<file path="src/rtl/dif_butterfly_seq_if.sv">
// Handshake bundle for the sequential DIF butterfly: operand set in
// (A/B/W with valid/ready) and result pair out (X/Y with valid/ready).
interface dif_butterfly_seq_if #(
    parameter int N = 32
);
    logic         in_valid;
    logic         in_ready;
    logic [N-1:0] A;
    logic [N-1:0] B;
    logic [N-1:0] W;
    logic         out_valid;
    logic         out_ready;
    logic [N-1:0] X;
    logic [N-1:0] Y;

    // Producer of operands / consumer of results.
    modport master (
        output in_valid, A, B, W, out_ready,
        input  in_ready, out_valid, X, Y
    );

    // The butterfly itself.
    modport slave (
        input  in_valid, A, B, W, out_ready,
        output in_ready, out_valid, X, Y
    );
endinterface

</file>
<file path="src/rtl/dif_butterfly_seq.sv">
// Radix-2 DIF butterfly: X = (A+B)>>>SCALE, Y = ((A-B)*W)>>>SCALE on packed
// complex words {re, im}. One shared H x H signed multiplier is stepped
// through the four real partial products, one per M_* state.
module dif_butterfly_seq #(
    parameter int N     = 32,
    parameter int Q     = 8,
    parameter int SCALE = 0
) (
    input  logic               clk,
    input  logic               reset,
    dif_butterfly_seq_if.slave bus
);
    localparam int H = N / 2;

    typedef enum logic [2:0] {
        IDLE = 3'd0,
        M_RR = 3'd1,
        M_II = 3'd2,
        M_RI = 3'd3,
        M_IR = 3'd4,
        OUT  = 3'd5
    } state_t;

    state_t         state_q, state_d;
    logic [N-1:0]   w_q, w_d;
    logic [N-1:0]   s_q, s_d;
    logic [H-1:0]   dr_q, dr_d;
    logic [H-1:0]   di_q, di_d;
    logic [H-1:0]   acc_r_q, acc_r_d;
    logic [H-1:0]   acc_i_q, acc_i_d;
    logic [N-1:0]   x_q, x_d;
    logic [N-1:0]   y_q, y_d;

    logic [H-1:0]          mul_a, mul_b;
    logic signed [2*H-1:0] prod_full;
    logic [H-1:0]          prod_keep;
    logic [H-1:0]          acc_i_fin;
    logic                  unused_prod;

    logic                  accept;
    logic [N-1:0]          s_new;
    logic [H-1:0]          dr_new, di_new;

    // Per-component arithmetic shift used for the optional IFFT halving.
    function automatic logic [H-1:0] asr(input logic [H-1:0] v);
        return $signed(v) >>> SCALE;
    endfunction

    // Ready only when idle or when the held result is leaving this cycle;
    // forced low during reset so nothing is taken while being cleared.
    assign bus.in_ready  = reset && ((state_q == IDLE) ||
                                     ((state_q == OUT) && bus.out_ready));
    assign accept        = bus.in_ready && bus.in_valid;
    assign bus.out_valid = (state_q == OUT);
    assign bus.X         = x_q;
    assign bus.Y         = y_q;

    // Sum and difference are formed at accept time; only W and these are kept.
    assign s_new  = {bus.A[N-1:H] + bus.B[N-1:H], bus.A[H-1:0] + bus.B[H-1:0]};
    assign dr_new = bus.A[N-1:H] - bus.B[N-1:H];
    assign di_new = bus.A[H-1:0] - bus.B[H-1:0];

    // Multiplier operand select depends on state alone.
    always_comb begin
        mul_a = '0;
        mul_b = '0;
        case (state_q)
            M_RR: begin mul_a = dr_q; mul_b = w_q[N-1:H]; end
            M_II: begin mul_a = di_q; mul_b = w_q[H-1:0]; end
            M_RI: begin mul_a = dr_q; mul_b = w_q[H-1:0]; end
            M_IR: begin mul_a = di_q; mul_b = w_q[N-1:H]; end
            default: ;
        endcase
    end

    // Full signed product; keeping bits [H-1+Q:Q] floors toward -inf.
    assign prod_full   = $signed({{H{mul_a[H-1]}}, mul_a}) *
                         $signed({{H{mul_b[H-1]}}, mul_b});
    assign prod_keep   = prod_full[H-1+Q:Q];
    assign unused_prod = ^prod_full;
    assign acc_i_fin   = acc_i_q + prod_keep;

    // Next-state and datapath updates; defaults hold every register.
    always_comb begin
        state_d = state_q;
        w_d     = w_q;
        s_d     = s_q;
        dr_d    = dr_q;
        di_d    = di_q;
        acc_r_d = acc_r_q;
        acc_i_d = acc_i_q;
        x_d     = x_q;
        y_d     = y_q;

        if (accept) begin
            w_d  = bus.W;
            s_d  = s_new;
            dr_d = dr_new;
            di_d = di_new;
        end

        case (state_q)
            IDLE: if (accept) state_d = M_RR;
            M_RR: begin
                acc_r_d = prod_keep;
                state_d = M_II;
            end
            M_II: begin
                acc_r_d = acc_r_q - prod_keep;
                state_d = M_RI;
            end
            M_RI: begin
                acc_i_d = prod_keep;
                state_d = M_IR;
            end
            M_IR: begin
                acc_i_d = acc_i_fin;
                x_d     = {asr(s_q[N-1:H]), asr(s_q[H-1:0])};
                y_d     = {asr(acc_r_q), asr(acc_i_fin)};
                state_d = OUT;
            end
            OUT: begin
                if (bus.out_ready) state_d = accept ? M_RR : IDLE;
            end
            default: state_d = IDLE;
        endcase
    end

    // State and datapath registers with synchronous active-low clear.
    always_ff @(posedge clk) begin
        if (!reset) begin
            state_q <= IDLE;
            w_q     <= '0;
            s_q     <= '0;
            dr_q    <= '0;
            di_q    <= '0;
            acc_r_q <= '0;
            acc_i_q <= '0;
            x_q     <= '0;
            y_q     <= '0;
        end else begin
            state_q <= state_d;
            w_q     <= w_d;
            s_q     <= s_d;
            dr_q    <= dr_d;
            di_q    <= di_d;
            acc_r_q <= acc_r_d;
            acc_i_q <= acc_i_d;
            x_q     <= x_d;
            y_q     <= y_d;
        end
    end
endmodule
</file>
<file path="src/flat_wrapper.sv">
// flat-port wrapper written by rule: the top's interface ports become plain ports
module dif_butterfly_seq_flat 
#(
    parameter int N     = 32,
    parameter int Q     = 8,
    parameter int SCALE = 0
)
  (clk, reset, bus_in_valid, bus_A, bus_B, bus_W, bus_out_ready, bus_in_ready, bus_out_valid, bus_X, bus_Y);
  dif_butterfly_seq_if #(.N(N)) bus_i ();
  input  logic clk;
  input  logic reset;
  input wire logic [$bits(bus_i.in_valid)-1:0] bus_in_valid;
  input wire logic [$bits(bus_i.A)-1:0] bus_A;
  input wire logic [$bits(bus_i.B)-1:0] bus_B;
  input wire logic [$bits(bus_i.W)-1:0] bus_W;
  input wire logic [$bits(bus_i.out_ready)-1:0] bus_out_ready;
  output wire logic [$bits(bus_i.in_ready)-1:0] bus_in_ready;
  output wire logic [$bits(bus_i.out_valid)-1:0] bus_out_valid;
  output wire logic [$bits(bus_i.X)-1:0] bus_X;
  output wire logic [$bits(bus_i.Y)-1:0] bus_Y;
  assign bus_i.in_valid = bus_in_valid;
  assign bus_i.A = bus_A;
  assign bus_i.B = bus_B;
  assign bus_i.W = bus_W;
  assign bus_i.out_ready = bus_out_ready;
  assign bus_in_ready = bus_i.in_ready;
  assign bus_out_valid = bus_i.out_valid;
  assign bus_X = bus_i.X;
  assign bus_Y = bus_i.Y;
  dif_butterfly_seq #(.N(N), .Q(Q), .SCALE(SCALE)) u_core (.clk(clk), .reset(reset), .bus(bus_i));
endmodule
</file>
<file path="config.mk">
export PLATFORM = sky130hd
export DESIGN_NAME = dif_butterfly_seq_flat
export DESIGN_NICKNAME = d
export VERILOG_FILES = /design/src/rtl/dif_butterfly_seq_if.sv /design/src/rtl/dif_butterfly_seq.sv /design/src/flat_wrapper.sv
export SDC_FILE = /design/constraint.sdc
export NUM_CORES = 1
export LEC_CHECK = 0
export ABC_AREA = 0
export CAP_MARGIN = 20
export CORE_MARGIN = 2
export CORE_UTILIZATION = 40
export CTS_CLUSTER_SIZE = 20
export DETAILED_ROUTE_END_ITERATION = 8
export DONT_BUFFER_PORTS = 1
export MAX_ROUTING_LAYER = met4
export PLACE_DENSITY = 0.62
export SLEW_MARGIN = 20
export SYNTH_ARGS = -nofsm -noshare
export SYNTH_HDL_FRONTEND = slang
export SYNTH_SLANG_ARGS = --single-unit
</file>
<file path="constraint.sdc">
create_clock -name clk -period 20.3 [get_ports clk]
set_input_delay 4.06 -clock clk [delete_from_list [all_inputs] [get_ports clk]]
set_output_delay 4.06 -clock clk [all_outputs]
set_load 0.02 [all_outputs]
</file>
==> results.toml, run 1 <==
[grt]
initial_antenna_violation_count = 2
pin_count_of_the_biggest_net_entering_global_routing = 102
first_global_vias = 15700
grt_use_total_pct = 24.3
grt_first_pass_wirelength_mm = 86.2
globalRouteOverflowTotal = 0

[logic_synthesis]
synthesis.area_per_instance_um2 = 8.02
synth_edf_count = 0
synth.lib_cells_used.distinct = 76
ys_warn_count = 0
synth.cell_area_um2 = 18500
mappedNetlistNets = 2761
ys_seq_elements = 193
postSynth.asyncResetShare_pct = 0
synthCells = 2311
ys.flop_type = "dfxtp_1"
synth_sequential_area_ratio_pct = 20.9

[timing]
worst_hold_slack_ns = 0.461
timing.setup.tns_ns = 0
setup_viol = 0
slew_headroom_pct = 21.6
post-route-period-util_pct = 48.3
worstMarginPinSlew_ns = 1.18
grt_setup_unrepaired = "no"
fmax_mhz = 102
number_of_max_slew_violations_in_the_final_report = 0
timing.clock.skew_ns = 0.0172
period_minus_slack_ns = 9.81
finalHoldViolCount = 0

[hold_path]
min-delay-start = "u_core.s_q[1]$_SDFFE_PN0P_"
min-delay-path-class = "reg2reg"

[place]
dp.final_hpwl_mm = 42.9
finalWeightedCongestion = 0.927
place.port_buffers = 0

[finish]
fin_nets = 2704
final_cell_mix = "nand2_1, inv_1, dfxtp_1"
mostFrequentLayoutCell = "nand2_1"
area_growth_pct = 6.61
final.fill_count = 4543
post_route_cells_drive_above_1_share_pct = 4.06

[clock_tree]
h-tree-depth = 4
cts.repair.resized = 0
clkSlewWorstSetupHoldPaths_ns = 0.08
post_cts_hold_buffer_count = 0
cts.sinks = 193
cts.path.max_buffers = 2
post_cts_setup_inserts = 0
cts_inserted_buffers = 17
cts-root-buf = "clkbuf_16"
clk-insertion-delay-late_ns = 0.50
tritoncts = "built"

[power]
total_leakage_power_nw = 8.82
fin_total_pwr_mw = 1.14
power_per_cell_area_nw_per_um2 = 57.8
peakVddDrop_uv = 58.9

[detailed_routing]
vias = 15500
drtPass1Iterations = 5
wl_mm = 55.0
drt-initial-drc-count = 1234
detail_route.vias_per_cell = 5.41
final_antenna_violating_net_count = 0
detail_route.wl_per_cell_um = 19.2
remaining_drc_errors = 0

[floorplan]
ios = 166
floorplan.die_area_um2 = 48000
start_util_pct = 40.6
chipHeight_um = 219
core_area_um2 = 45600
floorplan.die.width_um = 219
core.rowCount = 78

[worst_setup_path]
startpoint = "u_core.state_q[2]$_SDFFE_PN0P_"
worst_path_most_repeated_cell = "fa_1"
cp_num_cells = 34
timing.critical_path.to_type = "flop"
cp_top_family = "adder cells"
critical_path.endpoint = "u_core.acc_i_q[15]$_SDFFE_PN0N_"
worst_reg2reg_endpoint = "u_core.acc_i_q[15]$_SDFFE_PN0N_"
path_class = "reg2reg"
crit-reg2reg-launch = "u_core.state_q[2]$_SDFFE_PN0P_"
worstPathBufferInverterCount = 6
start_kind = "flop"
worstPathArrival_ns = 10.16
critical_path_slowest_stage_cell = "buf_4"
critical_path_rt_ns = 20.65
cp_max_fo = 73
ff2ff_path_depth = 34
ff2ff_setup_slack_ns = 10.49
worst_path_largest_cell_delay_ns = 0.64

[run]
cap_viol_max_count = 0

[outcome]
run_status = "complete, no violations"
-- power by group --
| part | internal, mW | switching [mW] | leakage (nW) |
|---|---|---|---|
| logic | 0.126 | 0.210 | 6.94 |
| clock network | 0.170 | 0.195 | 0.302 |
| registers | 0.408 | 0.0318 | 1.57 |
| total | 0.705 | 0.437 | 8.82 |
-- routing by layer --
layer	wire length, um	global-route usage (%)	vias to the layer above	part of all wire, %
met2	25700	39.0	489	47
met1	22900	29.2	7534	42
met3	4480	6.69	94	8.1
li1	-	-	7415	-
met4	1920	9.03	0	3.5
met5	0	-	-	0
-- synthesized netlist by cell type (22+ instances only) --
cell type / number / area, um2
o21a_1: 22 / 165
a22oi_1: 29 / 218
nand3_1: 100 / 500
clkbuf_1: 87 / 327
nand2_1: 365 / 1370
o21ai_0: 91 / 455
inv_1: 342 / 1280
ha_1: 158 / 1980
a21o_1: 25 / 188
nor3_1: 33 / 165
a21oi_1: 145 / 726
xor2_1: 22 / 193
dfxtp_1: 193 / 3860
xnor2_1: 64 / 561
fa_1: 192 / 3840
nor2_1: 174 / 653
-- registers in the layout, summed over array words and instances (netlist names), 16 cells and up --
name / cells
u_core.di_q: 16
u_core.dr_q: 16
u_core.w_q: 32
u_core.bus.X: 32
u_core.acc_r_q: 16
u_core.acc_i_q: 16
u_core.bus.Y: 32
u_core.s_q: 30
-- layout make-up --
cell class	count	area (um2)	share of cell area [%]
Multi-Input combinational cell	1672	13000	65.9
Inverter	343	1290	6.52
Clock buffer	17	425	2.15
Antenna cell	2	5.00	0.0253
Timing Repair Buffer	27	203	1.03
Tap cell	600	751	3.80
Sequential cell	193	3860	19.6
Clock inverter	15	199	1.01
-- worst min path at each step --
stage               slack [ns]  depth (start not counted)                            end
finish                    0.46                          2   u_core.bus.X[1]$_SDFFE_PN0N_
global route              0.49                          2   u_core.bus.X[5]$_SDFFE_PN0N_
CTS                       0.46                          2     u_core.s_q[7]$_SDFFE_PN0P_
detailed placement        0.45                          2    u_core.w_q[15]$_SDFFE_PN0P_
global placement          0.45                          2    u_core.w_q[15]$_SDFFE_PN0P_
floorplan                 0.43                          2  u_core.bus.X[13]$_SDFFE_PN0N_
-- tightest hold or removal path, delay by kind of cell, from the launching register on --
| family | cells | cell delay, ns |
|---|---|---|
| flip-flops | 1 | 0.32 |
| AND/OR/NAND/NOR | 1 | 0.06 |
| AO/OA/AOI/OAI | 1 | 0.05 |
-- stage by stage --
step           worst slack [ns]  cell area (um2)  instances  util (%)
6_report                  10.49            19700       2869      43.3
5_1_grt                    9.85            19700       2869      43.3
4_1_cts                   10.46            19700       2867      43.3
3_5_place_dp              10.50            19100       2835      41.9
3_3_place_gp              10.65            19100       2834      41.9
2_1_floorplan             10.78            18500       2311         -
-- cell families after synthesis --
group	synth area share, %
AND/OR/NAND/NOR	18.0
adder cells (fa/ha/maj)	31.6
flip-flops	20.9
buffers and inverters	9.05
AO/OA/AOI/OAI	15.8
XOR/XNOR	4.28
multiplexers	0.439
Power figures use the tool's default switching activity.
==> inputs of run 2 (changes only) <==
- clock period: 20.3 -> 9.1 ns (I/O delays scaled with it)
==> results.toml, run 2 (same netlist as run 1, synthesis figures left out) <==
[detailed_routing]
vias = 15500
routedLengthMet1_mm = 24.4
remaining_drc_errors = 0
drtPass1Iterations = 6
drt-initial-drc-count = 1201
detail_route.vias_per_cell = 5.32
route.top_layer_used = "met4"
final_antenna_violating_net_count = 0
wl_met2_mm = 25.9
detail_route.wl_per_cell_um = 19.4
wl_mm = 56.7
met3_layer_wire_length_in_the_routed_design_mm = 4.60

[finish]
area_growth_pct = 8.86
finish.utilization_pct = 44.2
final_area_um2 = 20200
finalNonFillerCells = 2919
area.sequential_um2 = 3870
final.fill_count = 4552
final_cell_mix = "nand2_1, inv_1, fa_1"
post_route_cells_drive_above_1_share_pct = 6.60
multi_input_comb_area_um2 = 13100
mostFrequentLayoutCell = "nand2_1"
fin_nets = 2754

[floorplan]
ios = 166
chipHeight_um = 219
floorplan.die.width_um = 219
core_area_um2 = 45600
floorplan.die_area_um2 = 48000
core.rowCount = 78
start_util_pct = 40.6

[worst_setup_path]
path_class = "reg2reg"
start_kind = "flop"
worst_path_largest_cell_delay_ns = 0.53
ff2ff_setup_slack_ns = 0.44
worstPathArrival_ns = 9.03
worst_path_most_repeated_cell = "fa_1"
cp_max_fo = 9
critical_path_rt_ns = 9.48
timing.critical_path.to_type = "flop"
critical_path_slowest_stage_cell = "fa_1"

[power]
power.combinational.fraction_pct = 30.7
power_per_cell_area_nw_per_um2 = 128
fraction_of_power_spent_switching_nets_pct = 38.2
p_seq_share_pct = 38.2
fin_total_pwr_mw = 2.58
power.switching_mw = 0.987
internal_power_mw = 1.60
peakVddDrop_uv = 106
total_leakage_power_nw = 9.06
clkPwrFrac_pct = 31.0

[grt]
grt_use_total_pct = 25.0
pin_count_of_the_biggest_net_entering_global_routing = 102
initial_antenna_violation_count = 2
grt_first_pass_wirelength_mm = 87.8
globalRouteOverflowTotal = 0
first_global_vias = 15500

[clock_tree]
cts.sinks = 193
cts.path.max_buffers = 2
tritoncts = "built"
clk-insertion-delay-late_ns = 0.51
h-tree-depth = 4
clkSlewWorstSetupHoldPaths_ns = 0.10
cts-root-buf = "clkbuf_16"
post_cts_hold_buffer_count = 0
cts_inserted_buffers = 17

[place]
area_of_placed_instances_um2 = 19500
dp.final_hpwl_mm = 45.4
placed_cells_incl_taps = 2880
place.port_buffers = 0
place_worst_setup_slack_ns = 0.192
finalWeightedCongestion = 0.956

[timing]
fmax_mhz = 116
post-route-period-util_pct = 95.1
grt_setup_unrepaired = "no"
worst_slack_ns = 0.443
worstMarginPinSlew_ns = 0.980
timing.clock.skew_ns = 0.0225
finalHoldViolCount = 0
timing.setup.tns_ns = 0
worst_hold_slack_ns = 0.452
setup_viol = 0
slew_headroom_pct = 34.5
number_of_max_slew_violations_in_the_final_report = 0
period_minus_slack_ns = 8.66

[outcome]
run_status = "complete, no violations"

[hold_path]
min-delay-path-class = "reg2reg"

[run]
cap_viol_max_count = 0
[run 2: cell count changes in the layout (fill, tap and decap cells not counted), sizes merged]
cell,change
buf,+50
inv,-2
clkinv,+1
clkinvlp,+1
[run 2: routing by layer]
layer / up-vias / global-route usage [%]
met4: 0 / 9.28
li1: 7508 / -
met2: 453 / 38.9
met5: - / -
met3: 91 / 6.90
met1: 7463 / 30.9
[run 2: cell type report]
| class | instances | area share [%] |
|---|---|---|
| Timing Repair Buffer | 77 | 2.89 |
| Clock buffer | 17 | 2.11 |
| Antenna cell | 2 | 0.0248 |
| Multi-Input combinational cell | 1672 | 64.8 |
| Clock inverter | 15 | 0.906 |
| Inverter | 343 | 6.38 |
| Sequential cell | 193 | 19.2 |
| Tap cell | 600 | 3.72 |
[run 2: worst paths after layout]
| kind | startpoint | end | cells past startpoint |
|---|---|---|---|
| min | u_core.s_q[23]$_SDFFE_PN0P_ | u_core.s_q[23]$_SDFFE_PN0P_ | 2 |
| max | u_core.state_q[1]$_SDFFE_PN0P_ | u_core.acc_r_q[14]$_SDFFE_PN0P_ | 34 |
| min reg2reg | u_core.s_q[23]$_SDFFE_PN0P_ | u_core.s_q[23]$_SDFFE_PN0P_ | 2 |
| max reg2reg | u_core.state_q[1]$_SDFFE_PN0P_ | u_core.acc_r_q[14]$_SDFFE_PN0P_ | 34 |
[run 2: power by group through the flow]
stage,clock network (mW),registers (mW),logic [mW]
detailed placement,0,1.01,0.781
floorplan,0,0.966,0.565
CTS,0.823,0.986,0.785
global route,0.849,0.997,0.878
global placement,0,1.00,0.765
finish,0.802,0.988,0.794
[run 2: repair_timing]
item,in CTS,in global routing
endpoints found under the setup margin,0,12
gates resized for setup,0,19
setup buffers,0,5
[run 2: critical path, delay by kind of cell, from the launching register on]
kind / cells / cell delay (ns)
DFF: 1 / 0.42
buffers and inverters: 7 / 0.77
adders and majority gates: 10 / 3.83
and+or+nand+nor: 6 / 1.56
AOI/OAI and AO/OA: 11 / 1.94
